`src/rtl/arc4_pkg.sv`:
```
// rtl/arc4_pkg.sv - shared ARC4 PRGA state encoding, addresses and printable-range helper
package arc4_pkg;

  typedef enum logic [3:0] {
    IDLE,
    LEN,
    RI,
    RJ,
    WJ,
    WI,
    PAD,
    XOR,
    DONE
  } state_t;

  localparam logic [7:0] LEN_ADDR     = 8'd0;
  localparam logic [7:0] ASCII_LO_DEF = 8'h20;
  localparam logic [7:0] ASCII_HI_DEF = 8'h7E;

  function automatic logic in_range(input logic [7:0] b, input logic [7:0] lo,
                                    input logic [7:0] hi);
    return (b >= lo) && (b <= hi);
  endfunction

endpackage

```
`src/rtl/prga_drop.sv`:
```
// rtl/prga_drop.sv - ARC4 PRGA decryptor with RC4-drop[N] and printable-plaintext early abort
module prga_drop
  import arc4_pkg::*;
#(
  parameter int         DROP_N      = 0,
  parameter bit         CHECK_ASCII = 1'b1,
  parameter logic [7:0] ASCII_LO    = ASCII_LO_DEF,
  parameter logic [7:0] ASCII_HI    = ASCII_HI_DEF
) (
  input  logic       clk,
  input  logic       rst,
  input  logic       en,
  output logic       rdy,
  output logic       valid,
  output logic [7:0] s_addr,
  input  logic [7:0] s_rddata,
  output logic [7:0] s_wrdata,
  output logic       s_wren,
  output logic [7:0] ct_addr,
  input  logic [7:0] ct_rddata,
  output logic [7:0] pt_addr,
  output logic [7:0] pt_wrdata,
  output logic       pt_wren
);

  localparam int             CNT_W  = $clog2(DROP_N + 256);
  localparam logic [CNT_W:0] DROP_W = (CNT_W + 1)'(DROP_N);
  localparam logic [CNT_W:0] ONE_W  = (CNT_W + 1)'(1);

  state_t             state_q;
  logic [7:0]         i_q, j_q, si_q, sj_q, m_q, len_q;
  logic [CNT_W-1:0]   cnt_q;
  logic               drop_q, rdy_q, valid_q;

  logic [7:0]         j_sum, pt_byte;
  logic [CNT_W:0]     cnt_inc, total_len, total_ct;
  logic               byte_bad;

  assign j_sum     = j_q + s_rddata;
  assign pt_byte   = s_rddata ^ ct_rddata;
  assign cnt_inc   = {1'b0, cnt_q} + ONE_W;
  assign total_len = DROP_W + (CNT_W + 1)'(len_q);
  assign total_ct  = DROP_W + (CNT_W + 1)'(ct_rddata);
  assign byte_bad  = CHECK_ASCII && !drop_q && !in_range(pt_byte, ASCII_LO, ASCII_HI);

  assign rdy   = rdy_q;
  assign valid = valid_q;

  always_ff @(posedge clk or posedge rst) begin
    if (rst) begin
      state_q <= IDLE;
      rdy_q   <= 1'b1;
      valid_q <= 1'b0;
      i_q     <= '0;
      j_q     <= '0;
      si_q    <= '0;
      sj_q    <= '0;
      m_q     <= '0;
      len_q   <= '0;
      cnt_q   <= '0;
      drop_q  <= 1'b0;
    end else begin
      case (state_q)
        IDLE: begin
          if (en) begin
            valid_q <= 1'b1;
            rdy_q   <= 1'b0;
            state_q <= LEN;
          end
        end
        LEN: begin
          len_q   <= ct_rddata;
          i_q     <= '0;
          j_q     <= '0;
          cnt_q   <= '0;
          m_q     <= 8'd1;
          drop_q  <= (DROP_N != 0);
          state_q <= (total_ct == '0) ? DONE : RI;
        end
        RI: begin
          i_q     <= i_q + 8'd1;
          state_q <= RJ;
        end
        RJ: begin
          si_q    <= s_rddata;
          j_q     <= j_sum;
          state_q <= WJ;
        end
        WJ: begin
          sj_q    <= s_rddata;
          state_q <= WI;
        end
        WI:  state_q <= PAD;
        PAD: state_q <= XOR;
        XOR: begin
          cnt_q <= cnt_inc[CNT_W-1:0];
          if (!drop_q) m_q <= m_q + 8'd1;
          if (cnt_inc == DROP_W) drop_q <= 1'b0;
          if (byte_bad) begin
            valid_q <= 1'b0;
            state_q <= DONE;
          end else if (cnt_inc == total_len) begin
            state_q <= DONE;
          end else begin
            state_q <= RI;
          end
        end
        DONE: begin
          rdy_q   <= 1'b1;
          state_q <= IDLE;
        end
        default: state_q <= IDLE;
      endcase
    end
  end

  // Memory ports are decoded from state: RJ, LEN and XOR consume read data in the same
  // cycle it arrives, so their address/data cannot be registered a cycle ahead.
  always_comb begin
    s_addr    = '0;
    s_wrdata  = '0;
    s_wren    = 1'b0;
    ct_addr   = LEN_ADDR;
    pt_addr   = LEN_ADDR;
    pt_wrdata = '0;
    pt_wren   = 1'b0;
    case (state_q)
      LEN: begin
        pt_wrdata = ct_rddata;
        pt_wren   = 1'b1;
      end
      RI: s_addr = i_q + 8'd1;
      RJ: s_addr = j_sum;
      WJ: begin
        s_addr   = j_q;
        s_wrdata = si_q;
        s_wren   = 1'b1;
      end
      WI: begin
        s_addr   = i_q;
        s_wrdata = sj_q;
        s_wren   = 1'b1;
      end
      PAD: begin
        s_addr  = si_q + sj_q;
        ct_addr = m_q;
      end
      XOR: begin
        ct_addr   = m_q;
        pt_addr   = m_q;
        pt_wrdata = pt_byte;
        pt_wren   = !drop_q;
      end
      default: ;
    endcase
  end

endmodule

```
`config.mk`:
```
export PLATFORM = sky130hd
export DESIGN_NAME = prga_drop
export DESIGN_NICKNAME = d
export VERILOG_FILES = /design/src/rtl/arc4_pkg.sv /design/src/rtl/prga_drop.sv
export SDC_FILE = /design/constraint.sdc
export NUM_CORES = 1
export LEC_CHECK = 0
export CAP_MARGIN = 10
export CELL_PAD_IN_SITES_DETAIL_PLACEMENT = 1
export CELL_PAD_IN_SITES_GLOBAL_PLACEMENT = 1
export CORE_AREA = 2 2 121 123
export DETAILED_ROUTE_END_ITERATION = 12
export DIE_AREA = 0 0 123 125
export PLACE_DENSITY = 0.65
export SLEW_MARGIN = 20
export SYNTH_ARGS = -nofsm -noshare
export SYNTH_HDL_FRONTEND = slang
export SYNTH_SLANG_ARGS = --single-unit
```
`constraint.sdc`:
```
create_clock -name clk -period 2.4 [get_ports clk]
set_clock_uncertainty 0.15 [all_clocks]
set_input_delay 0.24 -clock clk [delete_from_list [all_inputs] [get_ports clk]]
set_output_delay 0.24 -clock clk [all_outputs]
set_load 0.02 [all_outputs]
```
==> key figures <==
Final layout
  – Final cell count without fillers: 845
  – Area Overhead vs Synth: 50.6%
  – Layout cells sized above 1: 33.1%
  – Commonest cells after routing, fill and taps aside: 109 x buf_4, 107 x nand2_1, 61 x dfrtp_1
  – Diode count: 0
  – Filler cells: 1673
  – Commonest non-fill, non-tap cell in the layout: buf_4
  – Nets: 694

Synthesis
  – Syn Area/Cell: 8.50 µm²
  – Seq cells post-synth: 62
  – Post-synth cell types: 63
  – Mapped Cells: 491
  – Synth warnings: 0
  – Primary FF master, synth: dfrtp_1
  – EDFF count, synth: 0
  – Post-synthesis net count: 529
  – Post-Syn Area: 4170 µm²
  – Seq/Total Area, Yosys: 37.2%
  – Ys async rst share: 100%

Run
  – Max Cap Viol: 0

GRT
  – Vias in the first global route: 4737
  – Pin count of the biggest net entering global routing: 63
  – Initial antenna violation count: 0
  – GR Util All Layers: 20.2%
  – Congestion Overflow GR: 0
  – Global-route wire length before repair: 24.3 mm

CTS
  – Cts hold-fix bufs: 0
  – Htree depth: 3
  – CTS Buffer Depth: 2
  – Clock-pin slew on the worst setup and hold paths: 0.06 ns
  – Total clock buffers created by CTS: 9
  – TritonCTS clock tree: done
  – Latest clock arrival within the worst-skew pair: 0.34 ns
  – CTS Sinks: 62
  – Root Driver: clkbuf_16

Outcome
  – Failing checks: setup timing
  – Status: finished with violations

Pwr
  – Gate power share: 62.2%
  – Leak pwr: 3.13 nW
  – Worst ir drop on vdd: 0.000662 V
  – PwrDens: 1320 nW/µm²
  – Switching Power: 3.51 mW
  – Clock power frac: 17.3%
  – Sequential power share: 20.5%
  – Switching share of power: 42.2%
  – Internal Pwr Total: 4.81 mW

Setup path
  – CP arrival: 2.47 ns
  – CP max FO: 2
  – Setup crit start kind: register
  – CP Data Required Time: 2.01 ns
  – Setup crit end kind: output pin
  – Worst Setup Path Type: reg2out

Placed design
  – Dpl cells: 811
  – RePlAce Congestion: 0.804
  – Post-DP HPWL: 11.1 mm
  – Port Buf Inserts: 62
  – Pre-CTS setup slack: -1.07 ns

Floorplan
  – Core area: 14200 µm²
  – # rows: 44
  – Starting density of the core: 29.4%
  – Die width: 123 µm
  – Die outline height: 125 µm
  – IO Pins: 63
  – Die area: 15400 µm²

Timing
  – RSZ-0062 raised after global routing: yes
  – Final Critical Period: 2.86 ns
  – Final hold slack: 0.152 ns
  – PnR worst setup slack: -0.464 ns
  – Final setup viols: 8
  – FMAX: 0.349 GHz
  – Worst Max-Slew Pin Slew: 0.543 ns
  – Hold Fails Final Rpt: 0
  – Final Cycle Share: 119%
  – Max-slew violations: 0
  – Slew HR: 63.6%
  – Setup TNS: -1.95 ns

Routing
  – Detail Route Antenna Nets: 0
  – Initial DRT Pass Iterations: 4
  – DRC: 0
  – Vias/cell: 5.11
  – Vias: 4319
  – Initial DRC Count: 234
  – Wire length per cell: 17.9 µm
  – Overall routed net length: 15.1 mm

Min path
  – Hold Crit Class: in2async
## per-layer routing
metal  vias up  track usage [%]  share of wire (%)
met5         -                0                  0
met1      2167             23.5                 42
met4         0             6.08                2.2
met3        24             4.52                3.6
met2        80             36.7                 52
li1       2048                -                  -
## flip-flops by register name (all words and copies together), names as in the netlist
name and count:
si_q 8, len_q 8, valid 1, j_q 8, state_q 4, sj_q 8
cnt_q 8, m_q 8, i_q 8, rdy 1
## cells by family after synthesis
family                   after synthesis  synth area share [%]
AO/OA/AOI/OAI                        112                  17.0
multiplexers                          20                  5.07
buffers and inverters                 33                  3.57
flip-flops                            62                  37.2
adder cells (fa/ha/maj)               19                  6.06
AND/OR/NAND/NOR                      216                  25.1
XOR/XNOR                              29                  6.09
## worst max-delay path, cell delays in order (launching register included)
cell	delay (ns)
dfrtp_1	0.41
ha_4	0.18
fa_2	0.34
a21o_1	0.18
a21o_1	0.21
a21oi_2	0.18
mux2_4	0.19
nand3_2	0.07
a31o_4	0.24
buf_6	0.13
## per-stage QoR
| stage | utilization, % | instance area (µm²) | total power, mW |
|---|---|---|---|
| 2_1_floorplan | - | 4180 | 4.24 |
| 4_1_cts | 42.7 | 6070 | 8.08 |
| 3_3_place_gp | 39.9 | 5670 | 6.26 |
| 3_5_place_dp | 39.9 | 5670 | 6.42 |
| 5_1_grt | 44.3 | 6290 | 8.93 |
| 6_report | 44.3 | 6290 | 8.33 |
## cell usage after synthesis (3+ instances only)
cell type	n	area (µm²)
a221oi_1	3	26.3
nand2_1	109	409
nor4_1	5	31.3
inv_1	10	37.5
nand3b_1	3	22.5
clkbuf_1	7	26.3
ha_1	17	213
nand4_1	5	31.3
mux2i_1	11	110
buf_2	11	55.1
a22o_1	8	70.1
mux2_2	9	101
nor2_1	30	113
o21ai_0	57	285
xor2_1	17	149
nor3_1	8	40.0
a21o_1	11	82.6
nand3_1	11	55.1
a21oi_1	7	35.0
or3_1	4	25.0
buf_4	3	22.5
and3_1	12	75.1
xnor2_1	12	105
dfrtp_1	61	1530
o211ai_1	5	37.5
and2_1	8	50.1
## final timing paths
kind | from | slack [ns] | cells after the start | to
max | j_q[0] | -0.46 | 9 | s_addr[6]
min | rst | 0.15 | 3 | m_q[4]
max reg2reg | j_q[0] | 0.02 | 9 | j_q[6]
min reg2reg | len_q[6] | 0.34 | 2 | len_q[6]
max in group asynchronous | rst | 1.63 | 3 | rdy
min in group clk | s_rddata[0] | 0.23 | 4 | si_q[0]
## cell type report
| class | count | area (µm²) | share of cell area, % |
|---|---|---|---|
| tap | 184 | 230 | 3.66 |
| sequential | 62 | 1550 | 24.7 |
| inverter | 11 | 41.3 | 0.657 |
| timing repair buffer | 176 | 1450 | 23.0 |
| clock inverter | 6 | 85.1 | 1.35 |
| multi-input combinational | 396 | 2690 | 42.8 |
| clock buffer | 10 | 239 | 3.80 |
## repair_timing
item                       4_1_cts  5_1_grt
pin swaps                       12       18
resized for setup              173       60
setup endpoints to repair       42       30
buffers inserted                10       14
## power by group through the flow
stage	registers, mW	clock network, mW	logic (mW)
5_1_grt	1.77	1.52	5.64
6_report	1.70	1.44	5.18
3_5_place_dp	1.71	0	4.71
3_3_place_gp	1.68	0	4.58
2_1_floorplan	1.66	0	2.58
4_1_cts	1.70	1.47	4.91
Note: power is estimated with default switching activity, not from simulation.
